<file path="config.mk">
export PLATFORM = sky130hd
export DESIGN_NAME = counter_readout
export DESIGN_NICKNAME = d
export VERILOG_FILES = /design/src/rtl/counter_readout.sv
export SDC_FILE = /design/constraint.sdc
export NUM_CORES = 1
export LEC_CHECK = 0
export ABC_AREA = 1
export BUFFER_PORTS_ARGS = -buffer_cell sky130_fd_sc_hd__buf_2
export CAP_MARGIN = 20
export CORE_MARGIN = 5
export CORE_UTILIZATION = 35
export DETAILED_ROUTE_END_ITERATION = 10
export HOLD_SLACK_MARGIN = 0.1
export SETUP_SLACK_MARGIN = 0.5
export SLEW_MARGIN = 20
export SYNTH_ARGS = -nofsm -noshare
export SYNTH_HDL_FRONTEND = slang
export SYNTH_SLANG_ARGS = --single-unit
</file>
<file path="constraint.sdc">
create_clock -name clk -period 1.8 [get_ports clk]
set_input_delay 0.09 -clock clk [delete_from_list [all_inputs] [get_ports clk]]
set_output_delay 0.09 -clock clk [all_outputs]
set_load 0.02 [all_outputs]
</file>
<file path="src/rtl/counter_readout.sv">
// rtl/counter_readout.sv - column ADC counter latch bank with valid/ready code readout
module counter_readout #(
  parameter  int width   = 8,
  parameter  int columns = 4,
  parameter  int gray_in = 0,
  localparam int CW      = (columns > 1) ? $clog2(columns) : 1
) (
  input  logic               clk,
  input  logic               reset,
  input  logic [width-1:0]   count_in,
  input  logic               conv_start,
  input  logic [columns-1:0] comp,
  input  logic               data_ready,
  output logic [width-1:0]   data_out,
  output logic               ovf_out,
  output logic [CW-1:0]      col_index,
  output logic               data_valid,
  output logic               busy,
  output logic               done
);

  typedef enum logic [1:0] {IDLE, CONVERT, READOUT, FINISH} state_t;

  state_t             state, state_next;
  logic [width-1:0]   mem [columns];
  logic [columns-1:0] latched;
  logic [columns-1:0] ovf;
  logic [CW-1:0]      col;
  logic [CW-1:0]      col_next;
  logic [width-1:0]   count_bin;
  logic               terminal;
  logic               all_latched;
  logic               last_col;
  logic               transfer;

  // Each binary bit is the XOR of the Gray bits at and above it.
  if (gray_in != 0) begin : g_gray
    always_comb begin
      count_bin = '0;
      for (int i = 0; i < width; i++) count_bin[i] = ^(count_in >> i);
    end
  end else begin : g_bin
    assign count_bin = count_in;
  end

  assign terminal    = &count_bin;
  assign all_latched = &(latched | comp);
  assign last_col    = (col == CW'(columns - 1));
  assign col_next    = col + CW'(1);
  assign transfer    = data_valid & data_ready;
  assign busy        = (state == CONVERT) || (state == READOUT);
  assign done        = (state == FINISH);

  always_ff @(posedge clk) begin
    if (!reset) state <= IDLE;
    else        state <= state_next;
  end

  // FINISH is the done cycle: not busy, and not yet IDLE so conv_start is ignored.
  always_comb begin
    state_next = state;
    case (state)
      IDLE:    if (conv_start) state_next = CONVERT;
      CONVERT: if (all_latched || terminal) state_next = READOUT;
      READOUT: if (transfer && last_col) state_next = FINISH;
      FINISH:  state_next = IDLE;
      default: state_next = IDLE;
    endcase
  end

  always_ff @(posedge clk) begin
    if (!reset) begin
      latched    <= '0;
      ovf        <= '0;
      col        <= '0;
      data_out   <= '0;
      ovf_out    <= 1'b0;
      col_index  <= '0;
      data_valid <= 1'b0;
      for (int i = 0; i < columns; i++) mem[i] <= '0;
    end else begin
      case (state)
        IDLE: begin
          if (conv_start) begin
            latched <= '0;
            ovf     <= '0;
            col     <= '0;
          end
        end
        CONVERT: begin
          // On terminal count the decoded value is all ones, so it doubles as the saturated code.
          for (int i = 0; i < columns; i++) begin
            if (!latched[i] && (comp[i] || terminal)) begin
              mem[i]     <= count_bin;
              latched[i] <= 1'b1;
              ovf[i]     <= ~comp[i];
            end
          end
        end
        READOUT: begin
          if (!data_valid) begin
            data_valid <= 1'b1;
            data_out   <= mem[col];
            ovf_out    <= ovf[col];
            col_index  <= col;
          end else if (data_ready) begin
            if (last_col) begin
              data_valid <= 1'b0;
            end else begin
              col       <= col_next;
              data_out  <= mem[col_next];
              ovf_out   <= ovf[col_next];
              col_index <= col_next;
            end
          end
        end
        default: ;
      endcase
    end
  end

endmodule

</file>
* After elaboration in Yosys (flattened, before gate mapping)
Memories as Yosys holds them, arrays and structs flattened. A register that Yosys moved wholly into a read port is not among the register bits.
Index checks and enable logic that the tools add are counted.
** Operators by class
- Add/subtract/negate cells :: 1
- $lt $le $gt $ge :: 2
- Equality and inequality tests :: 16
- Multiplexer cells :: 57
- Bitwise gates (word level) :: 10
- Reductions and logical operators :: 27
** Operator list (number)
- 8-bit 2-to-1 mux :: 7
- 1-bit 2-to-1 mux :: 33
- 2-bit 2-to-1 mux :: 10
- 3-bit AND reduction :: 6
- 4-bit one-hot mux with 2 select lines :: 2
- 2-bit by 1-bit != test with 1-bit output, second input constant :: 6
- 2-bit != test, second input constant :: 6
- 2-bit one-hot mux with 4 select lines :: 1
- 8-bit AND reduction :: 1
- 2-bit equality test, second input constant :: 3
- 1-bit logical OR :: 6
- 2-bit by 3-bit less-than comparator with 1-bit output, second input constant :: 2
- 1-bit logical AND :: 5
- 5-bit AND reduction :: 1
- 1-bit binary-select mux with 2-bit select :: 2
- 1-bit logical NOT :: 4
- 4-bit 2-to-1 mux :: 1
- 1-bit NOT :: 4
- 1-bit bitwise OR :: 4
- 4-bit bitwise OR :: 1
- 2-bit one-hot mux with 2 select lines :: 1
- 4-bit AND reduction :: 1
- 2-bit nonzero test :: 2
- 2-bit by 1-bit adder with 2-bit output, second input constant :: 1
- other kinds (3) :: 3
** Word-level totals
- Register bits after elaboration :: 24
- RAM bits :: 32
- Input bits :: 16
- Output and inout port bits :: 14
- Word-level logic and storage cells :: 128
- Memories :: 1
** Memory list
- mem :: words 4, bits a word 8, read ports 2, clocked after Yosys merged registers in 1, wr ports 4, line 25 : logic [width-1:0] mem [columns];

* Depth between registers and ports, before layout
Gate-level depths: netlist (run 1).
- Depth after elaboration :: 8
- Depth in mapped cells :: 9
- Depth with buffers taken out :: 9

* Worst setup path before layout (run 1)
No wires, ideal clock.
- Kind :: register to register
- Start :: reg state[1]
- End :: mem mem[0][0], enable pin
- Library setup time :: 0.384 ns
- Arrival time :: 1.451 ns
- Slack :: -0.035 ns
- Stages on the path, launching flop included :: 6
- Path buffers :: 1
- Cells stage by stage :: dfxtp_1 inv_1 ha_1 buf_6 inv_1 o21ai_0
** RTL lines
- start: declaration :: line 24 : state_t state, state_next;
- start signal: assignment :: line 56 : else state <= state_next;
- end: declaration :: line 25

* Worst setup path after layout (run 1)
- Start :: reg state[0]
- End :: reg col[1]
** On the way
- Longest elaborated chain between the ends :: 3
- Elaborated cells on any way between the ends :: 9
- Those cells by class :: eq/ne (5); mux (1); reduce/logical (3)
** RTL lines
- 2-bit equality test or 2-bit logical NOT (tied branches) :: line 82 : case (state)
- 2-bit != test (no line) or 2-bit nonzero test (tied branches)
- 5-bit AND reduction (no line)
- end signal: assignment :: line 110 : col <= col_next;
- end: declaration :: line 28 : logic [CW-1:0] col;
Parallel ways exist; a longest one is shown, timed or not.
A chain may end at the register's enable or synchronous reset.

==> results_dict.tcl, run 1 <==
set metrics [dict create \
    status "finished, final reports clean" \
    synthDistinctLibCells 23 \
    clk_latency_ns 0.34 \
    holdWs_ns 0.1245 \
    final-hold-violation-count 0 \
    diodes 0 \
    slew-limit-headroom_pct 71.56 \
    rows 34 \
    antenna_found_initial 0 \
    design_area_um2 3946 \
    required_ns 2.04 \
    clock_path_buffers 2 \
    die_w_um 102.9 \
    grt_max_degree 22 \
    clock_sinks 58 \
    fmax_ghz 0.7088 \
    grt-ovfl-total 0 \
    setup_tns_ns 0 \
    worst_ep_arrival_time_ns 1.65 \
    cts_max_level 3 \
    hold_path_startpoint "count_in[2]" \
    fp.dieArea_um2 10600 \
    num_vias 2743 \
    setup_violations 0 \
    cp-start-kind "flop" \
    endpoint_kind "flop" \
    drc 0 \
    port_buffers 29 \
    r2r_end "col[1]" \
    firstDrtPassIters 4 \
    nets 458 \
    min-delay-path-class "in -> reg" \
    nFillCells 829 \
    final_cell_count_no_fill 550 \
    synth_mux_area_share_pct 0 \
    skew_ns 0.009404 \
    synth_seq_cells 58 \
    synth_simple_gate_area_share_pct 24.01 \
    synthesis.area_um2 3023 \
    reg2reg_depth 8 \
    grt_pass1_vias 2620 \
    cts_made_buffers 9 \
    place.detailed.hpwl_mm 5.488 \
    yosysSeqAreaShare_pct 49.01 \
    fin_crit_ns 1.411 \
    clk_pin_slew_ns 0.07 \
    worstHoldPathCells 3 \
    wl_mm 8.113 \
    via_per_inst 4.987 \
    ys_warn_count 0 \
    rsz0062_at_grt "true" \
    wl_per_cell_um 14.75 \
    rrSetupSlack_ns 0.39 \
    synth_compound_area_share_pct 16.85 \
    coreArea_um2 8551 \
    start_util_pct 35.35 \
    period_share_pct 78.38 \
    synth_edf_count 32 \
    place_area_um2 3322 \
    detail-route-antenna-nets 0 \
    grt_pass1_wl_mm 12.89 \
    area_growth_pct 30.55 \
    synth_cells 380 \
    die_y_um 102.9 \
    cts_root_buf "clkbuf_8" \
    worst_pin_slew_ns 0.4266 \
    drive_above_1_share_pct 28.51 \
    synth_flop_cell "edfxtp_1" \
    ios 30 \
    synth_top_family_by_area "simple AND/OR/NAND/NOR gates" \
    cts_tree "built" \
    slew_viol_final 0 \
    synth-xor-area-share_pct 0 \
    hold_path_end "mem[0][2]" \
    r2r_start "state[0]" \
    ir_worst_vdd_mv 0.4803 \
    cp_max_fo 4 \
    gp_congestion 0.8877 \
    synth_async_sr_flop_share_pct 0 \
    synthAdderAreaFrac_pct 2.070 \
    p_per_area_nw_per_um2 1511 \
    p_leak_nw 1.679 \
    path_class "reg -> reg" \
    dpl.cell_count 509 \
    drv_cap 0 \
    grt_use_total_pct 15.73 \
    drt_iter0_drc 143 \
    synth_nets 401 \
    syn_area_per_cell_um2 7.955 \
]
registers in the layout, summed over array words and instances (netlist names), named ones only:
signal      cells
latched         4
ovf_out         1
state           2
col_index       2
ovf             4
data_valid      1
data_out        8
col             2
mem            32
worst max-delay path, stage by stage, from the launching register on:
cell and delay (ns):
dfxtp_4 0.36, inv_2 0.08, ha_2 0.19, inv_2 0.07, nor2_4 0.17, nor2_1 0.08, nand2_2 0.13, a21oi_2 0.05
a211oi_2 0.19
layout make-up:
class | count | area, um^2 | area share (%)
Clock buffer | 9 | 123.9 | 3.139
Clock inverter | 7 | 70.07 | 1.776
Multi-Input combinational cell | 268 | 1501 | 38.05
Timing Repair Buffer | 57 | 425.4 | 10.78
Sequential cell | 58 | 1496 | 37.92
Tap cell | 108 | 135.1 | 3.424
Timing Repair inverter | 4 | 30.03 | 0.7609
Inverter | 39 | 163.9 | 4.153
layout by cell type, fill, tap and decap left out, drive strengths merged:
master	synthesis	layout
clkbuf	3	9
nor2	85	85
nand3b	1	1
a211oi	2	2
clkinvlp	0	7
edfxtp	32	32
dfxtp	26	26
dlygate4sd3	0	4
bufinv	0	1
nand3	21	21
nand2	63	63
nand4	4	4
a31oi	2	2
ha	5	5
o21ai	48	48
buf	12	53
o21a	9	9
o22ai	18	18
inv	39	39
a21oi	10	10
clkinv	0	3
layer usage:
metal | GRT usage (%) | share of wire (%)
met3 | 3.586 | 5.6
met1 | 22.03 | 47
met4 | 5.677 | 0.78
met2 | 23.78 | 47
met5 | 0 | 0
logic make-up (layout without fill, tap and decap cells):
logic type,Yosys count,in the layout
AND/OR/NAND/NOR,174,174
AO/OA/AOI/OAI,89,89
flip-flops,58,58
buffers and inverters,54,116
adder cells (fa/ha/maj),5,5
Yosys cell counts (all sizes together) (2+ instances only):
cell type | number | share of area [%]
a211oi | 2 | 0.50
a21oi | 10 | 2.0
a31oi | 2 | 0.41
buf | 12 | 2.8
clkbuf | 3 | 0.41
dfxtp | 26 | 17
edfxtp | 32 | 32
ha | 5 | 2.1
inv | 39 | 4.8
nand2 | 63 | 7.8
nand3 | 21 | 3.5
nand4 | 4 | 1.7
nor2 | 85 | 11
o21a | 9 | 2.2
o21ai | 48 | 7.9
o22ai | 18 | 3.7
through the flow:
step | setup slack, ns | utilization (%) | total power [W]
6_report | 0.3891 | 46.15 | 0.005962
5_1_grt | 0.3060 | 46.15 | 0.006352
3_3_place_gp | 0.1878 | 38.85 | 0.003988
4_1_cts | 0.3764 | 43.90 | 0.005630
2_1_floorplan | 0.3204 | - | 0.003528
3_5_place_dp | 0.1735 | 38.85 | 0.004038
power by group:
part / internal (W) / switching, W
Clock: 0.000633 / 0.000556
Combinational: 0.00114 / 0.00166
Sequential: 0.00175 / 0.000231
Total: 0.00352 / 0.00244
what timing repair did:
action | in CTS | in global routing
pin swaps | 15 | 26
gates resized for setup | 34 | 36
hold endpoints to repair | 4 | 0
gates cloned | 4 | 1
setup buffers | 7 | 9
endpoints found under the setup margin | 58 | 90
hold buffers | 4 | 0
worst max path at each step:
stage,startpoint,endpoint,slack [ns],depth (start not counted)
floorplan,state[1],mem[0][0],0.32,5
global placement,state[1],mem[2][3],0.19,4
detailed placement,state[1],mem[1][7],0.17,4
CTS,state[1],mem[2][5],0.38,5
global route,state[0],col[1],0.31,8
finish,state[0],col[1],0.39,8
Power figures use the tool's default switching activity.
==> run 2: changes to the inputs <==
clock period = 1.2 ns   (was 1.8 ns; I/O delays follow)
==> run 2 against run 1 <==
Net effect:
- the run now ends with setup timing left
- cell area up 13%
- final cell count up 4.2%
- non-clock buffer count grew 21
- via count increased by 7.9%
- first-iteration DRC count up 74%
- register-to-register slack lost 0.60 ns
- critical path depth stayed put
- sequential share of layout area is 4.2 points lower
- combinational power is 78% higher
- clock skew down 0.0041 ns
- power up 70%
- worst setup slack got worse by 0.60 ns
- critical path type unchanged
==> results_dict.tcl, run 2 (synthesis results as in run 1) <==
set metrics [dict create \
    cpPeakStageDelay_ns 0.32 \
    clk_pin_slew_ns 0.06 \
    wl_per_cell_um 14.91 \
    wl_mm 8.542 \
    layout_common_cells "nor2_1, nand2_1, buf_4" \
    slew_viol_final 0 \
    gp_congestion 0.8410 \
    wl_met2_mm 3.974 \
    fmax_ghz 0.7094 \
    cts_made_buffers 9 \
    start_util_pct 35.35 \
    rsz0062_at_grt "true" \
    skew_ns 0.005272 \
    design_area_um2 4476 \
    setup_tns_ns -13.29 \
    drt_iter0_drc 249 \
    die_w_um 102.9 \
    path_cells "inv_2, ha_4, clkinvlp_4, buf_6, a21oi_4, nand2_1, nand3_1, o21ai_1" \
    cpMaxStageDelayCell "dfxtp_2" \
    crit_buf_inv 3 \
    grt_pass1_wl_mm 13.63 \
    ios 30 \
    antenna_found_initial 0 \
    clk_latency_ns 0.34 \
    crit_path_start "state[1]" \
    drt-met1-wl_mm 3.771 \
    clock_sinks 58 \
    final-hold-violation-count 0 \
    coreArea_um2 8551 \
    fp.dieArea_um2 10600 \
    fin_ws_ns -0.2096 \
    p_clk_share_pct 21.4 \
    p_sw_share_pct 38.50 \
    grt-ovfl-total 0 \
    worst_pin_slew_ns 0.2997 \
    top_register "mem" \
    path_class "reg -> reg" \
    drv_cap 0 \
    cts_tree "built" \
    port_buffers 29 \
    required_ns 1.43 \
    detail-route-antenna-nets 0 \
    via_per_inst 5.168 \
    firstDrtPassIters 5 \
    die_y_um 102.9 \
    min-delay-path-class "in -> reg" \
    status "finished, violations left" \
    p_comb_share_pct 49.0 \
    cts_root_buf "clkbuf_8" \
    endpoint_kind "flop" \
    area_growth_pct 48.05 \
    seqPwrFrac_pct 29.6 \
    diodes 0 \
    power.switching_w 0.003910 \
    grt_max_degree 31 \
    place_area_um2 3585 \
    cp-start-kind "flop" \
    rows 34 \
    grt_use_total_pct 16.57 \
    slew-limit-headroom_pct 79.94 \
    period_share_pct 117.5 \
    violations "setup timing" \
    fin_crit_ns 1.410 \
    p_per_area_nw_per_um2 2270 \
    p_leak_nw 1.847 \
    drive_above_1_share_pct 39.35 \
    reg_top3 "mem x32, data_out x8" \
    r2r_start "state[1]" \
    setup_violations 90 \
    largest_register_ffs 32 \
    p_int_w 0.006247 \
    place.detailed.hpwl_mm 5.446 \
    mostFrequentLayoutCell "nor2_1" \
    cp_max_fo 8 \
    drc 0 \
    cts_max_level 3 \
    ir_worst_vdd_mv 0.7922 \
    dp_slack_ns -0.2924 \
    holdWs_ns 0.02796 \
    num_vias 2961 \
    hold_path_startpoint "comp[2]" \
    nets 482 \
    dr.max_layer_used "met4" \
    worst_ep_arrival_time_ns 1.64 \
    cp_top_family "buffers and inverters" \
    clock_path_buffers 2 \
    grt_pass1_vias 2691 \
    routed-wl-met3_um 563 \
]
[run 2: cell types whose count changed in the layout (fill, tap and decap cells not counted), sizes merged]
cell	previous run	this run
buf	53	77
nand4	4	8
clkinvlp	7	1
clkbuf	9	10
bufinv	1	3
dlygate4sd3	4	0
clkinv	3	5
[run 2: power by group through the flow]
stage	Clock, W	Sequential, W	Combinational (W)
2_1_floorplan	0	0.00305	0.00227
3_3_place_gp	0	0.00292	0.00347
3_5_place_dp	0	0.00292	0.00352
4_1_cts	0.00218	0.00298	0.00437
5_1_grt	0.00227	0.00306	0.00540
6_report	0.00217	0.00301	0.00498
[run 2: layer usage]
metal | vias to the layer above | track usage, %
li1 | 1456 | -
met2 | 132 | 25.21
met5 | - | 0
met1 | 1349 | 23.59
met3 | 24 | 2.300
met4 | 0 | 6.873
[run 2: tightest hold or removal path, stage by stage]
cell     delay (ns)
buf_2          0.09
nor2_1         0.04
nand3_1        0.07
a21oi_1        0.06
[run 2: final timing paths]
check                           slack, ns  cells after the start         end
worst min register to register       0.47                      2  latched[0]
worst min-delay path                 0.03                      4      ovf[2]
worst max-delay path                -0.21                      8  latched[2]
worst max register to register      -0.21                      8  latched[2]
[run 2: final cells by class]
class	instances	area [um^2]
clock buffers	9	123.9
clock inverters	6	106.4
fillers	751	4075
inverters	39	157.7
multi-input cells	272	1687
flip-flops and latches	58	1509
well taps	108	135.1
repair buffers	78	723.2
repair inverters	3	33.78
[run 2: repair_timing]
item,4_1_cts,5_1_grt
pin swaps,14,32
hold endpoints to repair,4,4
gates resized for setup,94,53
gates cloned,5,4
setup endpoints to repair,104,104
setup buffers,3,8
[run 2: metrics by stage]
| stage | instances | total power, W | util, % |
|---|---|---|---|
| after floorplan | 380 | 0.005320 | - |
| after global placement | 538 | 0.006384 | 41.92 |
| after detailed placement | 538 | 0.006441 | 41.92 |
| after CTS | 561 | 0.009526 | 49.18 |
| after global routing | 573 | 0.01073 | 52.34 |
| final | 573 | 0.01016 | 52.34 |
==> run 3: changes to the inputs <==
clock period = 1.6 ns   (was 1.2 ns; I/O delays follow)
==> run 3 against run 2 <==
Net effect:
- the run now ends clean
- non-clock buffer count shrank 21
- first-iteration DRC count shrank 57%
- power decreased by 33%
- highest routed layer unchanged
==> results_dict.tcl, run 3 (synthesis results as in run 1) <==
set metrics [dict create \
    status "finished, final reports clean" \
    wl_mm 8.383 \
    p_per_area_nw_per_um2 1688 \
    cts_max_level 3 \
    start_util_pct 35.35 \
    grt-ovfl-total 0 \
    layout_common_cells "nor2_1, nand2_1, edfxtp_1" \
    p_comb_share_pct 48.4 \
    crit_buf_inv 3 \
    min-delay-path-class "in -> reg" \
    slew-limit-headroom_pct 58.55 \
    path_class "reg -> reg" \
    cp-start-kind "flop" \
    drv_cap 0 \
    cpPeakStageDelay_ns 0.32 \
    p_sw_share_pct 40.61 \
    drc 0 \
    grt_pass1_wl_mm 13.83 \
    gp_congestion 0.7977 \
    place.detailed.hpwl_mm 5.446 \
    skew_ns 0.008780 \
    reg2reg_depth 8 \
    coreArea_um2 8551 \
    hold_path_end "mem[1][5]" \
    area_growth_pct 34.11 \
    rrSetupSlack_ns 0.15 \
    hold_path_startpoint "count_in[5]" \
    nets 459 \
    r2r_end "latched[2]" \
    p_leak_nw 1.706 \
    dp_slack_ns 0.1124 \
    slew_viol_final 0 \
    die_w_um 102.9 \
    worst_ep_arrival_time_ns 1.67 \
    port_buffers 29 \
    cp_top_family "compound AO/OA/AOI/OAI gates" \
    wl_per_cell_um 15.21 \
    p_int_w 0.004063 \
    firstDrtPassIters 5 \
    via_per_inst 5.123 \
    design_area_um2 4054 \
    antenna_found_initial 0 \
    multi_input_area_um2 1587 \
    worst_pin_slew_ns 0.6217 \
    top_register "mem" \
    period_share_pct 90.52 \
    rsz0062_at_grt "true" \
    reg_top3 "mem x32, data_out x8" \
    die_y_um 102.9 \
    clock_path_buffers 2 \
    grt_pass1_vias 2649 \
    detail-route-antenna-nets 0 \
    grt_max_degree 24 \
    clk_pin_slew_ns 0.07 \
    fin_ws_ns 0.1517 \
    place_area_um2 3352 \
    rows 34 \
    setup_tns_ns 0 \
    fin_crit_ns 1.448 \
    fp.dieArea_um2 10600 \
    setup_violations 0 \
    num_vias 2823 \
    ir_worst_vdd_mv 0.5456 \
    final-hold-violation-count 0 \
    cts_root_buf "clkbuf_8" \
    endpoint_kind "flop" \
    drt_iter0_drc 108 \
    drive_above_1_share_pct 30.47 \
    seqCellArea_um2 1496 \
    required_ns 1.83 \
    nFillCells 803 \
    worstHoldPathCells 3 \
    clock_sinks 58 \
    cts_made_buffers 9 \
    cpMaxStageDelayCell "dfxtp_2" \
    ios 30 \
    mostFrequentLayoutCell "nor2_1" \
    power.switching_w 0.002779 \
    path_cells "inv_2, ha_4, clkinvlp_4, buf_12, a21oi_4, nand2_2, nand3_1, o21ai_1" \
    p_clk_share_pct 19.0 \
    diodes 0 \
    clk_latency_ns 0.34 \
    cts_tree "built" \
    grt_use_total_pct 16.94 \
    fmax_ghz 0.6905 \
    seqPwrFrac_pct 32.6 \
    largest_register_ffs 32 \
    r2r_start "state[1]" \
    cp_max_fo 8 \
]
==> run 3: cell types whose count changed in the layout (fill, tap and decap cells not counted), sizes merged <==
cell         before  now
dlygate4sd3       0    4
bufbuf            0    1
bufinv            3    1
clkbuf           10   12
clkinv            5    3
inv              39   41
nand4             8    6
buf              77   52
==> run 3: worst min-delay path, cell delays in order <==
cell,delay [ns]
buf_2,0.09
inv_1,0.08
nor2_1,0.10
==> run 3: area by class of cell <==
class / count / share of cell area [%]
Tap cell: 108 / 3.333
Inverter: 39 / 4.012
Timing Repair Buffer: 57 / 11.54
Clock buffer: 12 / 3.333
Sequential cell: 58 / 36.91
Clock inverter: 4 / 1.080
Multi-Input combinational cell: 270 / 39.14
Timing Repair inverter: 3 / 0.6481
==> run 3: how the worst max path moves through the flow <==
stage / slack (ns) / cells after the start / from / endpoint
after floorplan: 0.12 / 5 / state[1] / mem[0][0]
after CTS: 0.19 / 8 / state[1] / latched[1]
after global routing: 0.07 / 8 / state[1] / latched[0]
final: 0.15 / 8 / state[1] / latched[2]
after detailed placement: 0.11 / 4 / state[1] / mem[2][7]
after global placement: 0.10 / 7 / state[1] / latched[3]
==> run 3: power groups by stage <==
stage                     clock, W  sequential, W  combinational, W
after floorplan                  0        0.00229           0.00170
after global placement           0        0.00221           0.00238
after detailed placement         0        0.00222           0.00239
after CTS                  0.00131        0.00221           0.00317
after global routing       0.00139        0.00227           0.00365
final                      0.00130        0.00223           0.00331
==> run 3: layer usage <==
metal  vias up  share of wire, %  track usage, %
met5         -                 0               0
met4         0               1.9           6.375
met3        12               5.6           2.436
met2       100                46           25.01
met1      1314                47           25.01
li1       1397                 -               -
==> run 3: stage by stage <==
stage | util, % | power, W | hold WS, ns | instances
after global placement | 39.20 | 0.004585 | 0.3834 | 512
after floorplan | - | 0.003990 | 0.2540 | 380
final | 47.41 | 0.006842 | 0.1215 | 551
after CTS | 46.55 | 0.006690 | 0.1086 | 551
after detailed placement | 39.20 | 0.004612 | 0.3908 | 512
after global routing | 47.41 | 0.007306 | 0.1417 | 551
==> run 3: repair_timing <==
| action | 4_1_cts | 5_1_grt |
|---|---|---|
| pin swaps | 33 | 25 |
| setup buffers | 12 | 0 |
| setup endpoints to repair | 92 | 92 |
| hold buffers | 4 | 0 |
| resized for setup | 67 | 27 |
| cloned | 7 | 0 |
| endpoints found under the hold margin | 4 | 0 |
